--- src/rtl/sa_2x2.sv ---
// 2x2 weight-stationary systolic MAC array.
// Weights shift down columns; activations move right, psums move down.
module sa_2x2 #(
  parameter int DATA_W = 8
) (
  input  logic              clk,
  input  logic              rst,
  input  logic              clear,
  input  logic              weight_load,
  input  logic [DATA_W-1:0] w_in1,
  input  logic [DATA_W-1:0] w_in2,
  input  logic [DATA_W-1:0] act_in1,
  input  logic [DATA_W-1:0] act_in2,
  input  logic [DATA_W-1:0] psum_in1,
  input  logic [DATA_W-1:0] psum_in2,
  output logic [DATA_W-1:0] psum_out1,
  output logic [DATA_W-1:0] psum_out2
);

  logic [DATA_W-1:0] w11, w12, w21, w22;
  logic [DATA_W-1:0] a11, a21;
  logic [DATA_W-1:0] p11, p12, p21, p22;

  always_ff @(posedge clk or negedge rst) begin
    if (!rst) begin
      w11 <= '0;
      w12 <= '0;
      w21 <= '0;
      w22 <= '0;
    end else if (weight_load) begin
      w11 <= w_in1;
      w21 <= w11;
      w12 <= w_in2;
      w22 <= w12;
    end
  end

  // a12/a22 would only feed a third column, so they are not kept
  always_ff @(posedge clk or negedge rst) begin
    if (!rst) begin
      a11 <= '0;
      a21 <= '0;
      p11 <= '0;
      p12 <= '0;
      p21 <= '0;
      p22 <= '0;
    end else if (clear) begin
      a11 <= '0;
      a21 <= '0;
      p11 <= '0;
      p12 <= '0;
      p21 <= '0;
      p22 <= '0;
    end else begin
      a11 <= act_in1;
      a21 <= act_in2;
      p11 <= psum_in1 + w11 * act_in1;
      p21 <= p11 + w21 * act_in2;
      p12 <= psum_in2 + w12 * a11;
      p22 <= p12 + w22 * a21;
    end
  end

  assign psum_out1 = p21;
  assign psum_out2 = p22;

endmodule

--- config.mk ---
export PLATFORM = sky130hd
export DESIGN_NAME = sa_2x2
export DESIGN_NICKNAME = d
export VERILOG_FILES = /design/src/rtl/sa_2x2.sv
export SDC_FILE = /design/constraint.sdc
export NUM_CORES = 1
export LEC_CHECK = 0
export BUFFER_PORTS_ARGS = -buffer_cell sky130_fd_sc_hd__buf_2
export CAP_MARGIN = 25
export CORE_MARGIN = 2
export CORE_UTILIZATION = 25
export DETAILED_ROUTE_END_ITERATION = 16
export GPL_TIMING_DRIVEN = 1
export RECOVER_POWER = 100
export REMOVE_ABC_BUFFERS = 1
export SYNTH_ARGS = -nofsm -noshare
export SYNTH_HDL_FRONTEND = slang
export SYNTH_SLANG_ARGS = --single-unit
--- constraint.sdc ---
create_clock -name clk -period 4.3 [get_ports clk]
set_input_delay 0.86 -clock clk [delete_from_list [all_inputs] [get_ports clk]]
set_output_delay 0.86 -clock clk [all_outputs]
set_load 0.05 [all_outputs]
Yosys cells after proc, flatten, opt, wreduce, memory -nomap -nowiden
Cells that the tools add are included.
Storage, ports and cells
  input port bits: 52
  flip-flop bits (word level): 80
  memory bits (read-only): 0
  bits in writable memories: 0
  memories kept: 0
  latch bits: 0
  output and inout bits: 16
  logic and storage cells: 24
Cells by class
  multiplexer cells: 6
  magnitude comparators: 0
  div/mod/pow operators: 0
  reduce and logical (&&, ||, !) cells: 0
  equality and inequality tests: 0
  $mul: 4
  bitwise gates (word level): 0
  add/sub/neg operators: 4
  shifts and indexed selects: 0
Operators by type and width (number)
  $mux W8: 6
  $add A8 B8 Y8: 4
  $mul A8 B8 Y8: 4

Logic depth before layout (Yosys ltp)
  depth in word-level cells: 3
  mapped depth: 18
  gate-level depth less buffers: 17

Least setup slack after synthesis
Ideal clock, no wire load.
  path kind: input -> register
  start: input act_in2[0]
  end: register p21[7] (netlist: psum_out1[7])
  buffers on the path: 1
  stages: 14
  setup slack: 0.243 ns
  required time: 4.181 ns
  setup time: 0.119 ns
  data arrival time: 3.938 ns
  cell sequence: buf_2 nand2_1 fa_1 fa_1 inv_1 fa_1 inv_1 fa_1 inv_1 ha_1 a21oi_1 xnor2_1 xnor2_1 nor2_1
Between the ends
  cells in the longest elaborated chain, start to end: 3
RTL lines
  from (decl): RTL line 13  | input logic [DATA_W-1:0] act_in2,
  $mul A8 B8 Y8: RTL line 58  | p21 <= p11 + w21 * act_in2;
  $add A8 B8 Y8: RTL line 58
  $mux W8: RTL line 47  | end else if (clear) begin
  to (signal assigned): RTL line 58
  to (decl): RTL line 22  | logic [DATA_W-1:0] p11, p12, p21, p22;
Every way passes these cells.
A chain may end at the register's enable or synchronous reset.

Worst setup path after layout
Same ends and word-level chain as after synthesis.

==> impl_results.md <==
- PwrDens: 495 mW/mm^2
- CP arrival: 4.10 ns
- Post-Synth XOR/XNOR Area: 9.67%
- Clk slew on worst S/H paths: 0.07 ns
- TNS Setup: 0 ns
- Pin count of the biggest net entering global routing: 64
- Worst-path fanout max: 9
- Rows: 61
- CP startpoint kind: primary input
- #FFs+latches synth: 80
- F_max: 0.252 GHz
- Max clock buf depth: 2
- Top cell type's share of synthesized area: 28.7%
- Post-route antenna net violation count: 0
- Crit path time final: 3.97 ns
- Clk sink count: 80
- Synth Area in Simple Gates: 13.3%
- Worst Tran Pin Value: 2.11 ns
- Max-Cap Viols: 3
- Place WS: 0.0196 ns
- Worst Hold Class: reg -> reg
- Distinct cells, synth: 20
- Initial DRC count: 177
- Setup crit end kind: register
- Synth top area cells: dfrtp_1, fa_1, ha_1
- Data required time of the worst path: 4.43 ns
- Io pins: 68
- Die width: 171 um
- First-pass GRT wire length: 24100 um
- Synth Area in Compound Gates: 1.43%
- Sequential fraction of the synthesis area: 28.7%
- H-Tree Depth: 3
- Cell Count Post-Placement: 1128
- Syn Std Cell Area: 0.00698 mm^2
- Fin nets: 953
- Avg Synthesized Cell Area: 10.1 um^2
- Fin cells: 1144
- RSZ-0062 raised after global routing: no
- Post-synthesis mux area share: 5.16%
- Worst setup margin: 0.329 ns
- Slew margin rel.: -40.6%
- DRC: 0
- Chip Height: 171 um
- GRT Overall Usage: 10.6%
- Post-CTS sizing: 0
- Tcrit/Tclk final: 92.3%
- Number of fillers in the final layout: 2953
- Root Driver: clkbuf_16
- Cell with the most instances after synthesis: inv_1
- Main combinational cell family by area after synthesis: adder cells
- Kind of critical path: in -> reg
- Core Area: 0.0276 mm^2
- Synth warnings: 0
- Layout area overhead: 15.3%
- Vias: 4462
- Initial antenna violation count: 0
- Synthesized instance count: 692
- DP HPWL: 11400 um
- Ys async rst share: 100%
- CTS tree: built
- Post-CTS Hold Buffers: 0
- TritonCTS buffer count: 9
- Synth Flop Type: dfrtp_1
- Final Max Tran Viols: 146
- Commonest cells post-synth: inv_1, nand2_1, dfrtp_1
- Share of cells above drive strength 1: 14.2%
- Clock skew: 0.00823 ns
- Gpl congestion: 0.786
- Post-synth EDFFs: 0
- VDD IR-drop max: 0.201 mV
- Failing checks: max-capacitance violations, max-slew violations
- Vias per cell: 3.90
- Final setup viols: 0
- Clock Latency Late Sink: 0.34 ns
- Post-CTS Setup Inserts: 0
- Leak: 0.00402 uW
- Overflow after GRT: 0
- WL/cell: 12.2 um
- Total Routed Length: 13900 um
- TritonRoute pass-1 iters: 4
- # diodes: 0
- Cell taking the most area after synthesis: dfrtp_1
- Full die area: 0.0293 mm^2
- Starting density of the core: 25.3%
- Port-buffer cells: 67
- Final hold vios: 0
- Synth Area in Adders: 32.8%
- Status: finished, violations left
- Vias in the first global route: 4830
==> path summary, 6_finish.rpt <==
path	from	end	slack, ns	cells past startpoint
max in group asynchronous	rst	a11[5]	1.79	2
min in group asynchronous	rst	psum_out2[0]	0.91	1
worst min register to register	w22[7]	w22[7]	0.51	1
worst min-delay path	w22[7]	w22[7]	0.51	1
worst max register to register	a21[1]	psum_out2[7]	0.34	14
worst max-delay path	act_in2[0]	psum_out1[7]	0.33	14
==> cells in the final DEF, fill, tap and decap left out <==
cell and instances:
dfrtp_1 80, and2_2 2, nor2_1 15, a21o_1 8, xnor2_1 48, inv_1 147, and2_1 43, clkbuf_16 9
xor2_1 18, clkbuf_1 19, inv_6 2, clkinv_2 1, buf_4 3, clkbuf_2 1, clkinv_4 1, a21oi_1 8
nand2_1 94, nor2b_1 33, fa_1 72, bufinv_16 2, xnor2_2 6, mux2_2 28, mux2_1 4, buf_2 48
nand2_2 5, inv_8 1, ha_1 68
==> cell type report <==
type | count | area, um^2 | area share, %
multi-input cells | 452 | 4360 | 54.1
flip-flops and latches | 80 | 2000 | 24.9
inverters | 147 | 552 | 6.85
well taps | 378 | 473 | 5.87
repair buffers | 71 | 339 | 4.21
clock buffers | 9 | 225 | 2.80
clock inverters | 7 | 103 | 1.27
==> through the flow <==
step                area (um^2)  hold WS, ns  total power [uW]  utilization, %
floorplan                  6910        0.481              2720               -
global placement           7750        0.501              3170            28.1
detailed placement         7750        0.505              3200            28.1
CTS                        8080        0.521              4080            29.3
global route               8050        0.543              4420            29.1
finish                     8050        0.513              3990            29.1
==> state kept, by name, indices dropped and copies added (netlist names) <==
name and count:
a11 8, psum_out2 8, p11 8, p12 8, w12 8, w22 8
a21 8, psum_out1 8, w21 8, w11 8
==> logic make-up (layout without fill, tap and decap cells) <==
group,after synthesis,count (layout)
AOI/OAI and AO/OA,16,16
xor gates and xnor gates,72,72
adders and majority gates,140,140
buffers and inverters,160,234
DFF,80,80
muxes,32,32
and+or+nand+nor,192,192
==> power breakdown <==
| group | total (uW) | switching (uW) | internal, uW |
|---|---|---|---|
| clock network | 853 | 336 | 517 |
| registers | 1010 | 112 | 898 |
| logic | 2120 | 1180 | 941 |
==> metal layers <==
metal / vias to the layer above / global-route usage (%) / part of all wire [%]
met5: - / 0 / 0
met4: 0 / 2.91 / 1.3
met3: 12 / 2.45 / 3.7
met2: 64 / 18.3 / 49
met1: 2200 / 13.3 / 46
li1: 2186 / - / -
==> worst max-delay path, cell delays in order <==
cell and delay (ns):
buf_2 0.19, nand2_1 0.10, fa_1 0.49, fa_1 0.53, inv_1 0.06, fa_1 0.52
inv_1 0.05, fa_1 0.47, inv_1 0.04, ha_1 0.29, a21oi_1 0.16, xnor2_1 0.15
xnor2_1 0.13, nor2_1 0.06
(Power assumes the default switching activity.)
